**config.mk**
```make
export PLATFORM = sky130hd
export DESIGN_NAME = branch_trace_sequencer
export DESIGN_NICKNAME = d
export VERILOG_FILES = /design/src/rtl/branch_trace_sequencer.sv
export SDC_FILE = /design/constraint.sdc
export NUM_CORES = 1
export LEC_CHECK = 0
export CAP_MARGIN = 10
export CORE_MARGIN = 8
export CORE_UTILIZATION = 45
export CTS_CLUSTER_SIZE = 8
export DETAILED_ROUTE_END_ITERATION = 6
export PLACE_DENSITY = 0.75
export SYNTH_ARGS = -nofsm -noshare
export SYNTH_HDL_FRONTEND = slang
export SYNTH_SLANG_ARGS = --single-unit
```
**constraint.sdc**
```tcl
create_clock -name clk -period 2 [get_ports clk]
set_input_delay 0.3 -clock clk [delete_from_list [all_inputs] [get_ports clk]]
set_output_delay 0.3 -clock clk [all_outputs]
set_load 0.01 [all_outputs]
```
**src/rtl/branch_trace_sequencer.sv**
```systemverilog
// branch_trace_sequencer: buffers host branch records in a FIFO and replays them one at a time
// into a perceptron branch predictor, reporting each prediction and whether it was correct.
//
// Ports:
//   clk, rst_n            clock; synchronous active-low reset
//   push_valid/ready      host record handshake (ready = FIFO not full)
//   push_addr/taken       record address and resolved direction
//   pred_new_data         level to the predictor; it edge-detects the rise
//   pred_inst_addr        address of the record in flight (changes only on pop)
//   pred_dir_truth        ground-truth direction of the record in flight
//   pred_ready_in         predictor prediction-valid pulse
//   pred_prediction       predictor prediction bit
//   pred_training_done    predictor done pulse
//   result_valid          one-cycle pulse per completed record
//   result_pred/correct   captured prediction and prediction == truth
//   result_addr           address of the completed record
//   busy                  FSM active or FIFO not empty
//   timeout_err           sticky abort flag, cleared only by reset
//   stat_clr              synchronous statistics clear
//   stat_total/mispred    saturating completion / misprediction counters
//
// Build option: define BRANCH_TRACE_STATS_EN to build the statistics counters;
// otherwise they read 0 and stat_clr is ignored.
module branch_trace_sequencer #(
    parameter int ADDR_W         = 8,
    parameter int FIFO_DEPTH     = 4,
    parameter int TIMEOUT_CYCLES = 63,
    parameter int CNT_W          = 16
) (
    input  logic              clk,
    input  logic              rst_n,
    input  logic              push_valid,
    output logic              push_ready,
    input  logic [ADDR_W-1:0] push_addr,
    input  logic              push_taken,
    output logic              pred_new_data,
    output logic [ADDR_W-1:0] pred_inst_addr,
    output logic              pred_dir_truth,
    input  logic              pred_ready_in,
    input  logic              pred_prediction,
    input  logic              pred_training_done,
    output logic              result_valid,
    output logic              result_pred,
    output logic              result_correct,
    output logic [ADDR_W-1:0] result_addr,
    output logic              busy,
    output logic              timeout_err,
    input  logic              stat_clr,
    output logic [CNT_W-1:0]  stat_total,
    output logic [CNT_W-1:0]  stat_mispred
);
    localparam int PW = $clog2(FIFO_DEPTH);
    localparam int TW = $clog2(TIMEOUT_CYCLES + 1);

    typedef enum logic [1:0] {IDLE, WAIT_PRED, WAIT_DONE, GAP} state_t;

    logic [ADDR_W:0] mem_q [FIFO_DEPTH];
    logic [PW-1:0]   wr_ptr_q, rd_ptr_q;
    logic [PW:0]     count_q, count_d;
    logic [ADDR_W:0] rd_rec;
    logic            full, empty, push_fire, pop;

    state_t            state_q, state_d;
    logic              new_data_q, new_data_d;
    logic [ADDR_W-1:0] addr_q, addr_d;
    logic              truth_q, truth_d;
    logic [TW-1:0]     timer_q, timer_d;
    logic              cap_q, cap_d;
    logic              rv_q, rv_d;
    logic              rpred_q, rpred_d;
    logic              rcorr_q, rcorr_d;
    logic [ADDR_W-1:0] raddr_q, raddr_d;
    logic              terr_q, terr_d;
    logic              complete, fin_pred;

    assign full      = count_q == (PW+1)'(FIFO_DEPTH);
    assign empty     = count_q == '0;
    assign push_fire = push_valid && !full;
    // Pop decision uses the registered count, so a record pushed into an empty FIFO waits a cycle.
    assign pop       = state_q == IDLE && !empty;
    assign rd_rec    = mem_q[rd_ptr_q];
    assign count_d   = count_q + (PW+1)'(push_fire) - (PW+1)'(pop);

    always_ff @(posedge clk) begin
        if (push_fire)
            mem_q[wr_ptr_q] <= {push_addr, push_taken};
    end

    always_ff @(posedge clk) begin
        if (!rst_n) begin
            wr_ptr_q <= '0;
            rd_ptr_q <= '0;
            count_q  <= '0;
        end else begin
            if (push_fire)
                wr_ptr_q <= wr_ptr_q + PW'(1);
            if (pop)
                rd_ptr_q <= rd_ptr_q + PW'(1);
            count_q <= count_d;
        end
    end

    always_ff @(posedge clk) begin
        if (!rst_n) begin
            state_q    <= IDLE;
            new_data_q <= 1'b0;
            addr_q     <= '0;
            truth_q    <= 1'b0;
            timer_q    <= '0;
            cap_q      <= 1'b0;
            rv_q       <= 1'b0;
            rpred_q    <= 1'b0;
            rcorr_q    <= 1'b0;
            raddr_q    <= '0;
            terr_q     <= 1'b0;
        end else begin
            state_q    <= state_d;
            new_data_q <= new_data_d;
            addr_q     <= addr_d;
            truth_q    <= truth_d;
            timer_q    <= timer_d;
            cap_q      <= cap_d;
            rv_q       <= rv_d;
            rpred_q    <= rpred_d;
            rcorr_q    <= rcorr_d;
            raddr_q    <= raddr_d;
            terr_q     <= terr_d;
        end
    end

    always_comb begin
        state_d    = state_q;
        new_data_d = new_data_q;
        addr_d     = addr_q;
        truth_d    = truth_q;
        timer_d    = timer_q;
        cap_d      = cap_q;
        rv_d       = 1'b0;
        rpred_d    = rpred_q;
        rcorr_d    = rcorr_q;
        raddr_d    = raddr_q;
        terr_d     = terr_q;
        complete   = 1'b0;
        fin_pred   = cap_q;
        case (state_q)
            IDLE: begin
                if (!empty) begin
                    addr_d     = rd_rec[ADDR_W:1];
                    truth_d    = rd_rec[0];
                    new_data_d = 1'b1;
                    timer_d    = '0;
                    state_d    = WAIT_PRED;
                end
            end
            WAIT_PRED, WAIT_DONE: begin
                timer_d = timer_q + TW'(1);
                if (state_q == WAIT_PRED && pred_ready_in) begin
                    cap_d    = pred_prediction;
                    fin_pred = pred_prediction;
                    complete = pred_training_done;
                    state_d  = WAIT_DONE;
                end else if (state_q == WAIT_DONE && pred_training_done) begin
                    complete = 1'b1;
                end
                // A response arriving on the timeout cycle still completes the record.
                if (complete) begin
                    rv_d       = 1'b1;
                    rpred_d    = fin_pred;
                    rcorr_d    = fin_pred == truth_q;
                    raddr_d    = addr_q;
                    new_data_d = 1'b0;
                    state_d    = GAP;
                end else if (timer_q == TW'(TIMEOUT_CYCLES)) begin
                    terr_d     = 1'b1;
                    new_data_d = 1'b0;
                    state_d    = GAP;
                end
            end
            default: state_d = IDLE;
        endcase
    end

`ifdef BRANCH_TRACE_STATS_EN
    logic [CNT_W-1:0] tot_q, tot_d, mis_q, mis_d;

    always_comb begin
        tot_d = tot_q;
        mis_d = mis_q;
        if (stat_clr) begin
            tot_d = '0;
            mis_d = '0;
        end else if (rv_d) begin
            if (~&tot_q)
                tot_d = tot_q + CNT_W'(1);
            if (!rcorr_d && ~&mis_q)
                mis_d = mis_q + CNT_W'(1);
        end
    end

    always_ff @(posedge clk) begin
        if (!rst_n) begin
            tot_q <= '0;
            mis_q <= '0;
        end else begin
            tot_q <= tot_d;
            mis_q <= mis_d;
        end
    end

    assign stat_total   = tot_q;
    assign stat_mispred = mis_q;
`else
    logic unused_stat_clr;
    assign unused_stat_clr = stat_clr;
    assign stat_total      = '0;
    assign stat_mispred    = '0;
`endif

    assign push_ready     = !full;
    assign pred_new_data  = new_data_q;
    assign pred_inst_addr = addr_q;
    assign pred_dir_truth = truth_q;
    assign result_valid   = rv_q;
    assign result_pred    = rpred_q;
    assign result_correct = rcorr_q;
    assign result_addr    = raddr_q;
    assign busy           = state_q != IDLE || !empty;
    assign timeout_err    = terr_q;

endmodule

```
After elaboration in Yosys (flattened, before gate mapping). Memories as Yosys holds them, arrays and structs flattened. A register that Yosys moved wholly into a read port is not among the register bits. Index checks and enable logic that the tools add are counted.

Memories: 1. RAM bits: 36. Output and inout bits: 56. Word-level logic and storage cells: 67. Register bits after elaboration: 29. Input bits: 16.

Equal/unequal tests: 8. Mux-type cells: 19. Reductions and logical operators: 20. $add $sub $neg: 5. Bitwise gates (word level): 2.

Memory list: mem_q (depth 4, width 9, read ports 1, clocked after memory_dff 1, wr ports 1, line 57) `logic [ADDR_W:0] mem_q [FIFO_DEPTH];`.

Operators by type and width (number): 6-bit case mux with 2 select lines (1); 1-bit two-way mux (11); 2-bit AND reduction (5); 2-bit two-way mux (4); 6-bit by 1-bit adder with 6-bit output (second input constant) (1); 6-bit equality test (second input constant) (1); 6-bit two-way mux (1); 3-bit AND reduction (2); 2-bit by 1-bit adder with 2-bit output (second input constant) (2); 1-bit logical AND (4); 4-bit != test (second input constant) (1); 2-bit case mux with 2 select lines (1); 2-bit nonzero test (2); 3-bit by 1-bit adder with 3-bit output (1); 3-bit equality test (second input constant) (1); 1-bit logical NOT (3); 3-bit logical NOT (1); 3-bit != test (second input constant) (1); 3-bit by 1-bit subtractor with 3-bit output (1); 2-bit by 1-bit equality test with 1-bit output (second input constant) (1); 2-bit equality test (second input constant) (1); 2-bit logical NOT (1); 2-bit != test (second input constant) (1); 1-bit inverter (2); other kinds (4) (4).

Longest topological paths before layout. Gate-level depths: netlist (run 1).

Word-level depth: 7. Mapped depth: 11. Depth with buffers taken out: 10.

Worst setup path after synthesis (run 1). No wires, ideal clock.

Path kind: register to register. From: reg count_q[2]. To: reg count_q[2]. Path buffers: 0. Period minus slack after synthesis: 2159 ps. Setup slack: -159 ps. Required time: 1885 ps. Arrival: 2044 ps. Setup time: 115 ps. Stages on the path, launching flop included: 10. Cell sequence: dfxtp_1 -> or3b_4 -> and2_4 -> nand2_1 -> nand2_1 -> ha_1 -> fa_1 -> xnor2_1 -> xnor2_1 -> and2_1.

Longest elaborated chain between the ends: 5. Elaborated cells between the ends (all ways): 8. Those cells by class: add/sub (2); eq/ne (1); reduce/logical (5).

Ends and longest elaborated chain: start, declared (line 59) `logic [PW:0] count_q, count_d;`; start signal, assigned (line 99) `count_q <= count_d;`; 3-bit equality test (line 76) `assign full = count_q == (PW+1)'(FIFO_DEPTH);`; 1-bit logical NOT; named net push_ready (line 33) `output logic push_ready,`; 1-bit logical AND (line 78) `assign push_fire = push_valid && !full;`; 3-bit by 1-bit adder with 3-bit output (line 82) `assign count_d = count_q + (PW+1)'(push_fire) - (PW+1)'(pop);`; 3-bit by 1-bit subtractor with 3-bit output (line 82).

The timed path passes the listed nets, and every way through them passes these cells. A chain may end at the register's enable or synchronous reset.

Worst setup path after layout (run 1).
From: reg count_q[1]. To: reg count_q[2].

Longest elaborated chain between the ends: 5. Elaborated cells between the ends (all ways): 8. Those cells by class: add/sub (2); eq/ne (1); reduce/logical (5).

Ends and longest elaborated chain (line): 3-bit equality test (76); 1-bit logical NOT (78); 1-bit logical AND (78); 3-bit by 1-bit adder with 3-bit output (82); 3-bit by 1-bit subtractor with 3-bit output * (82).

Every way passes the cells marked *; elsewhere a longest branch is shown, timed or not.

==> results of run 1 <==
sequential cells by signal (all words and copies together), names as in the netlist:
| register | flops |
|---|---|
| result_valid | 1 |
| result_addr | 8 |
| pred_inst_addr | 8 |
| result_correct | 1 |
| pred_dir_truth | 1 |
| timer_q | 6 |
| result_pred | 1 |
| rd_ptr_q | 2 |
| pred_new_data | 1 |
| timeout_err | 1 |
| wr_ptr_q | 2 |
| mem_q | 36 |
| state_q | 2 |
| count_q | 3 |
| cap_q | 1 |
per-layer routing:
metal  track usage (%)  vias up
li1                  -     1008
met1             13.80      936
met2             19.27       64
met3             3.230       12
met4             6.186        0
met5                 0        -
power by group through the flow:
stage          clock (mW)  combinational (mW)  sequential (mW)
4_1_cts              1.24                1.69             2.00
2_1_floorplan           0                1.06             2.04
3_5_place_dp            0                1.68             2.03
6_report             1.20                1.71             2.00
5_1_grt              1.30                1.88             2.04
3_3_place_gp            0                1.64             2.02
cell usage after synthesis, drive strengths merged (2+ instances only):
cell	count	share of area (%)
nand2	45	5.1
a31oi	3	0.57
edfxtp	36	33
clkbuf	4	0.46
a21oi	5	0.76
mux4	9	6.1
o21ai	3	0.46
nor2	7	0.80
mux2i	2	0.61
xnor2	9	2.4
buf	38	8.3
o211a	2	0.61
inv	6	0.68
nand3	3	0.46
nand2b	3	0.80
and3	6	1.3
nor2b	3	0.57
dfxtp	38	23
nor3	3	0.46
ha	10	3.8
and2	8	1.6
a21boi	17	3.9
o211ai	2	0.46
kinds of logic after synthesis:
kind of cell	count (synthesis)	share of synthesized area, %
AND/OR/NAND/NOR	83	12.56
flip-flops	74	55.86
buffers and inverters	48	9.412
AO/OA/AOI/OAI	38	8.235
adder cells (fa/ha/maj)	11	4.402
multiplexers	11	6.755
XOR/XNOR	10	2.657
other	1	0.1137
cell type report:
type                       instances  area share [%]
clock buffer                       9           3.092
sequential                        74           46.03
multi-input combinational        185           32.32
tap                               99           3.092
clock inverter                     7           2.092
timing repair buffer              56           12.80
inverter                           6          0.5621
final timing paths:
path / cells after the start / startpoint / end / slack (ns)
max: 8 / count_q[1]$_SDFF_PN0_ / count_q[2]$_SDFF_PN0_ / -0.001
min: 2 / result_addr[3]$_SDFFE_PN0P_ / result_addr[3]$_SDFFE_PN0P_ / 0.47
max reg2reg: 8 / count_q[1]$_SDFF_PN0_ / count_q[2]$_SDFF_PN0_ / -0.001
min reg2reg: 2 / result_addr[3]$_SDFFE_PN0P_ / result_addr[3]$_SDFFE_PN0P_ / 0.47
per-stage QoR:
| step | instance area, sq um | std cells | power (mW) |
|---|---|---|---|
| final | 4006 | 436 | 4.916 |
| after global routing | 4006 | 436 | 5.215 |
| after CTS | 3985 | 436 | 4.930 |
| after detailed placement | 3769 | 420 | 3.714 |
| after global placement | 3769 | 420 | 3.666 |
| after floorplan | 3417 | 307 | 3.103 |
critical path, stage by stage (launching register included):
cell and delay, ns:
dfxtp_2 0.33, or3b_4 0.39, and2_4 0.15, nand2b_4 0.13
buf_4 0.13, fa_2 0.36, xnor2_2 0.14, xnor2_1 0.12
and2_1 0.15
timing repair:
item | CTS | global route
pin swaps | 0 | 1
setup endpoints to repair | 3 | 2
resized for setup | 4 | 4
==> metrics, run 1 <==
Fmax 0.4997 GHz; setup_tns -0.001175 ns; Pre-antenna DRT Iters 6; CTS Buf Count 9; Syn Area/Cell 11.95 sq um; slack of the critical path -0.001175 ns; utilization after layout 55.83%; RePlAce Congestion 0.7859; Startpoint Class flop; initial antenna violation count 0; Vert. Die Dim 101.6 um; Crit. End Element flop; Initial Util 45.95%; met3 wire length 507 um; dpl hpwl 4.376 mm; 1st-iter DRT viols 58; largest net degree at the start of global routing 20; Tmin final 2.001 ns; setup bufs post-CTS 0; crit-path max FO 3; number of synthesized flops with an enable pin 36; Clock Tree Buf Depth 2; crit share post-route 100.1%; top sig layer met4; vias per cell 4.633; via count 2020; FILL cells 595; Residual DRC 0; CTS Root Cell clkbuf_8; Sw Ratio 32.16%; I/O pin cnt 72; Clock Pin Slew Worst Setup and Hold Paths 0.08 ns; Min-Delay Path Class flop to flop; Setup Skew 0.005462 ns; antenna cells 0; die area 0.01032 sq mm; commonest non-fill, non-tap cell in the layout nand2_1; Total Routing Usage GR 11.79%; sw power 1.581 mW; Final #Nets 359; final wirelength 5.943 mm; Detail Route met2 WL 2.828 mm; WL/cell 13.63 um; cell count after synthesis 276; CP arrival 2.25 ns; violated checks setup timing; Setup Viol. Count Final 1; Synth Register Bits 74; max cap viols 0; Power Density 1227 mW/mm^2; layout cells sized above 1 17.51%; post-synthesis sequential area ratio 55.86%; critical path class flop to flop; first-pass GRT wire length 9.377 mm; Async SR Flop Fraction 0%; Cell Area, Synth 0.003297 sq mm; Internal 3.335 mW; top_reg_cell synth dfxtp_1; Req. time, crit path 2.25 ns; Die Wd 101.6 um; RSZ-0062 raised after global routing yes; H-Tree Depth 3; area of the multi-input gates 0.001295 sq mm; Seq pwr share 40.7%; CTS tree done; vias in the first global route 1945; Hold Slack 0.4684 ns; P&R area growth vs syn 21.52%; Port Buffers 38; worst skew pair latency 0.35 ns; WL met1 2.493 mm; Routed Antenna Nets 0; Place WS -0.1751 ns; Ys Warns 0; status finished, violations left; Cell Rows 31; combinational power share 34.9%; commonest non-fill, non-tap cells in the layout nand2_1 (45), dfxtp_1 (36), clkdlybuf4s50_1 (36), edfxtp_1 (36), conb_1 (32); global route overflow 0; floorplan core area 0.007176 sq mm; final hold violation count 0; Netlist cell types 41; maximum vdd drop 0.6122 mV; clock sinks 74; pins over their slew limit 0; register area 0.001844 sq mm; Clk network pwr share 24.5%; hold buffer count at cts 0; Lkg Pwr 1.521 nW
Power figures use the tool's default switching activity.
==> inputs of run 2 (changes only) <==
- SKIP_LAST_GASP: default -> 1
==> run 2 against run 1 <==
- the run still ends with setup timing left
- largest cell class unchanged
- highest routed layer unchanged
- routed wire length decreased by 0.19%
- clock skew about the same
- maximum frequency about the same
==> metrics, run 2 (same netlist as run 1, synthesis figures left out) <==
max reg flops 36 (unchanged); Routed Antenna Nets 0 (unchanged); Initial Util 45.95% (unchanged); worst hold stages 2 (unchanged); dpl cells 420 (unchanged); Tmin final 2.002 ns (was 2.001 ns); pins over their slew limit 0 (unchanged); clock sinks 74 (unchanged); vias in the first global route 1944 (was 1945); global route overflow 0 (unchanged); setup_tns -0.001542 ns (was -0.001175 ns); Cell Rows 31 (unchanged); RePlAce Congestion 0.7859 (unchanged); slowest CP cell or3b_4 (unchanged); slowest stage delay, CP 0.39 ns (about the same); CTS Root Cell clkbuf_8 (unchanged); die area 0.01032 sq mm (unchanged); Place WS -0.1751 ns (unchanged); Die Wd 101.6 um (unchanged); Power Density 1225 mW/mm^2 (was 1227 mW/mm^2); worst skew pair latency 0.35 ns (about the same); Pre-antenna DRT Iters 4 (was 6); floorplan core area 0.007176 sq mm (unchanged); commonest non-fill, non-tap cells in the layout nand2_1 (45), dfxtp_1 (36), clkdlybuf4s50_1 (36), edfxtp_1 (36), conb_1 (32) (unchanged); violated checks setup timing (unchanged); I/O pin cnt 72 (unchanged); 1st-iter DRT viols 59 (was 58); Port Buffers 38 (unchanged); utilization after layout 55.69% (was 55.83%); commonest non-fill, non-tap cell in the layout nand2_1 (unchanged); largest net degree at the start of global routing 20 (unchanged); via count 2019 (was 2020); critical path class flop to flop (unchanged); hold buffer count at cts 0 (unchanged); Setup Skew 0.005428 ns (was 0.005462 ns); dpl hpwl 4.376 mm (unchanged); maximum vdd drop 0.6125 mV (was 0.6122 mV); crit-path max FO 3 (unchanged); Residual DRC 0 (unchanged); Clock Pin Slew Worst Setup and Hold Paths 0.08 ns (about the same); critical path cell sequence or3b_4 -> and2_4 -> nand2b_4 -> buf_4 -> fa_2 -> xnor2_2 -> xnor2_1 -> and2_1 (unchanged); Crit. End Element flop (unchanged); antenna cells 0 (unchanged); Total Routing Usage GR 11.77% (was 11.79%); WL/cell 13.61 um (was 13.63 um); Min-Delay Path Class flop to flop (unchanged); layout cells sized above 1 17.51% (unchanged); Final #Nets 359 (unchanged); slack of the critical path -0.001542 ns (was -0.001175 ns); initial antenna violation count 0 (unchanged); RSZ-0062 raised after global routing yes (unchanged); Most flops, register mem_q (unchanged); crit share post-route 100.1% (about the same); Post-Layout Cell Count 436 (unchanged); final instance area 0.003996 sq mm (was 0.004006 sq mm); final wirelength 5.932 mm (was 5.943 mm); final hold violation count 0 (unchanged); CTS Buf Count 9 (unchanged); status finished, violations left (unchanged); max cap viols 0 (unchanged); Fmax 0.4996 GHz (was 0.4997 GHz); Worst R2R Path Depth 8 (unchanged); Hold Slack 0.4684 ns (about the same); Overall Power 4.894 mW (was 4.916 mW); Vert. Die Dim 101.6 um (unchanged); first-pass GRT wire length 9.363 mm (was 9.377 mm); H-Tree Depth 3 (unchanged); Req. time, crit path 2.25 ns (about the same); CP Depth 8 (unchanged); CTS tree done (unchanged); Lkg Pwr 1.519 nW (was 1.521 nW); buffers plus inverters on the worst setup path 1 (unchanged); vias per cell 4.631 (was 4.633); Clock Tree Buf Depth 2 (unchanged); Placed Area 0.003769 sq mm (unchanged); top cell family by delay on the critical path simple AND/OR/NAND/NOR gates (unchanged); Startpoint Class flop (unchanged); P&R area growth vs syn 21.21% (was 21.52%); Setup Viol. Count Final 1 (unchanged); CP arrival 2.25 ns (about the same)
## run 2: power by group
group / internal, mW / leakage [nW] / total [mW] / switching, mW
sequential: 1.84 / 0.640 / 2.00 / 0.155
clock: 0.600 / 0.103 / 1.20 / 0.602
combinational: 0.877 / 0.776 / 1.69 / 0.817
## run 2: metal layers
layer	up-vias	track usage (%)	routed length, um
li1	1009	-	-
met2	65	19.27	2816
met1	935	13.76	2509
met3	10	3.230	494
met4	0	6.186	111
met5	-	0	0
## run 2: what timing repair did
item                       in CTS  in global routing
setup endpoints to repair       3                  2
gates resized for setup         3                  4
setup buffers                   0                  0
## run 2: path summary, 6_finish.rpt
path | slack (ns) | endpoint | start
setup / recovery | -0.002 | count_q[2]$_SDFF_PN0_ | count_q[1]$_SDFF_PN0_
hold / removal | 0.47 | result_addr[3]$_SDFFE_PN0P_ | result_addr[3]$_SDFFE_PN0P_
setup reg to reg | -0.002 | count_q[2]$_SDFF_PN0_ | count_q[1]$_SDFF_PN0_
hold reg to reg | 0.47 | result_addr[3]$_SDFFE_PN0P_ | result_addr[3]$_SDFFE_PN0P_
## run 2: cell type report
cell class	instances	area [sq um]
Clock buffer	9	123.9
Sequential cell	74	1844
Multi-Input combinational cell	185	1285
Clock inverter	7	83.83
Fill cell	596	3179
Inverter	6	22.52
Timing Repair Buffer	56	513.0
Tap cell	99	123.9
## run 2: worst reg2reg max path: stages, from the launching register on
cell	delay, ns
dfxtp_2	0.33
or3b_4	0.39
and2_4	0.15
nand2b_4	0.13
buf_4	0.13
fa_2	0.36
xnor2_2	0.14
xnor2_1	0.12
and2_1	0.15
==> variant, RTL diff (flow settings as in run 2) <==
Put one more register stage on the output `result_pred`, with the module's reset. The value now appears one clock later. The other outputs are not delayed to match.
--- a/src/rtl/branch_trace_sequencer.sv
+++ b/src/rtl/branch_trace_sequencer.sv
@@ -222,5 +222,11 @@
     assign pred_dir_truth = truth_q;
     assign result_valid   = rv_q;
-    assign result_pred    = rpred_q;
+    always_ff @(posedge clk) begin
+        if (!rst_n) begin
+            result_pred <= '0;
+        end else begin
+            result_pred <= rpred_q;
+        end
+    end
     assign result_correct = rcorr_q;
     assign result_addr    = raddr_q;
Function: changed (a bounded check fails within 4 cycles, from zero or initial values and one cycle with rst_n low).
==> variant against run 2 <==
The run still ends with negative setup slack left. Largest cell class unchanged. Area after synthesis is 0.68% higher. Global-route usage up 0.96 points. Critical path depth is 2 higher. Final area grew 2.7%. Routed wire length rose by 2.8%. Total power rose by 2.9%. Setup slack lost 94 ps. Sequential cell count increased by 1.
==> variant: results (changes against run 2) <==
stage;metric;value;unit;change
sta;skew;13.1;ps;+7.71 ps
setup_path;crit_arrival;2330;ps;+80 ps
sta;holdWs;454;ps;-14.0 ps
pwr;ir_worst_vdd;0.000474;V;-23%
placement;io_buffers;38;;unchanged
clock_tree;clockRootBuffer;clkbuf_8;;
placement;pre_cts_ws;-328;ps;-152 ps
finish;drive_gt1_share;21.0;%;+3.5 points
run_status;violations;negative setup slack;;
drt;drtIter0Drc;80;;+36%
worst_hold_path;min_to;result_addr[4]$_SDFFE_PN0P_;;
yosys;seq_area_frac_synth;56.1;%;+0.22 points
drt;viasPerCell;4.65;;+0.49%
worst_hold_path;hp-start;result_addr[4]$_SDFFE_PN0P_;;
run_status;outcome;finished with violations;;
yosys;synth.lib_cells_used.distinct;42;;+2.4%
sta;setup-violations-final;1;;unchanged
drt;drt-wirelength-per-cell;13.6;microns;+0.24%
placement;dp_hpwl;4440;microns;+1.5%
global_route;grt_pass1_wl;10100;microns;+8.0%
setup_path;reg2reg_depth;10;;+2
global_route;grtUsageTotal;12.7;%;+0.96 points
setup_path;reg2reg_from;count_q[2]$_SDFF_PN0_;;
global_route;grt_pass1_vias;2161;;+11%
setup_path;crit_fanout;4;;+1
sta;layout_setup_ws;-95.7;ps;-94.2 ps
global_route;grt_max_degree;35;;+75%
finish;final_nets;371;;+3.3%
clock_tree;cts_made_buffers;9;;unchanged
yosys;synth.area.top_cells;edfxtp_1 (33%), dfxtp_1 (24%), buf_4 (7.7%);;
placement;gp_congestion;0.759;;-3.4%
yosys;synthTopCellsByCount;nand2_1 (45), dfxtp_1 (39), edfxtp_1 (36);;
pwr;p_leak;1.58;nW;+3.8%
finish;top_register;mem_q;;
[variant: where the power goes]
group / leakage (nW) / internal [mW] / switching (mW)
logic: 0.832 / 0.996 / 0.884
clock network: 0.0958 / 0.484 / 0.632
registers: 0.649 / 1.87 / 0.170
total: 1.58 / 3.35 / 1.69
[variant: per-layer routing]
layer	GRT usage, %	vias up	wire (microns)
met1	14.4	964	2620
met3	3.27	11	519
met5	0	-	0
met4	6.43	0	121
met2	21.8	66	2840
li1	-	1039	-
[variant: worst max-delay path by stage]
| stage | endpoint | slack, ps | cells after the start |
|---|---|---|---|
| 2_1_floorplan | count_q[2]$_SDFF_PN0_ | -210 | 13 |
| 3_3_place_gp | count_q[2]$_SDFF_PN0_ | -280 | 10 |
| 3_5_place_dp | count_q[2]$_SDFF_PN0_ | -330 | 10 |
| 4_1_cts | count_q[2]$_SDFF_PN0_ | -110 | 10 |
| 5_1_grt | count_q[2]$_SDFF_PN0_ | -180 | 10 |
| 6_report | count_q[2]$_SDFF_PN0_ | -100 | 10 |
[variant: area by class of cell]
cell class / count / area [sq um]
Clock buffer: 9 / 124
Tap cell: 99 / 124
Multi-Input combinational cell: 184 / 1310
Inverter: 10 / 43.8
Sequential cell: 75 / 1870
Timing Repair Buffer: 63 / 566
Clock inverter: 7 / 67.6
Fill cell: 619 / 3110
[variant: kinds of logic (layout without fill, tap and decap cells)]
| logic type | after synthesis | count (layout) | share of synthesized area [%] |
|---|---|---|---|
| xor gates and xnor gates | 10 | 10 | 2.64 |
| other | 1 | 32 | 0.113 |
| and+or+nand+nor | 82 | 82 | 11.9 |
| muxes | 10 | 10 | 6.41 |
| buffers and inverters | 52 | 89 | 9.87 |
| DFF | 75 | 75 | 56.1 |
| adders and majority gates | 12 | 12 | 4.75 |
| AOI/OAI and AO/OA | 38 | 38 | 8.22 |
[variant: repair_timing]
item	CTS	global route
cloned	0	0
setup buffers	2	0
endpoints found under the setup margin	4	2
pin swaps	3	0
gates resized for setup	6	1
[variant: per-stage QoR]
step	util (%)	instance area [sq um]	setup TNS, ps	instances
3_5_place_dp	53.8	3880	-444	429
6_report	56.9	4110	-95.7	447
3_3_place_gp	53.8	3880	-342	429
4_1_cts	56.9	4100	-109	447
5_1_grt	56.9	4110	-197	447
2_1_floorplan	-	3500	-219	311
[variant: worst max-delay path: stages, from the launching register on]
cell     delay, ps
dfxtp_2        350
or3b_4         390
and2_4         160
inv_4           60
ha_4           120
inv_2           30
ha_4           140
fa_2           340
xnor2_2        140
xnor2_1        110
and2_1         150
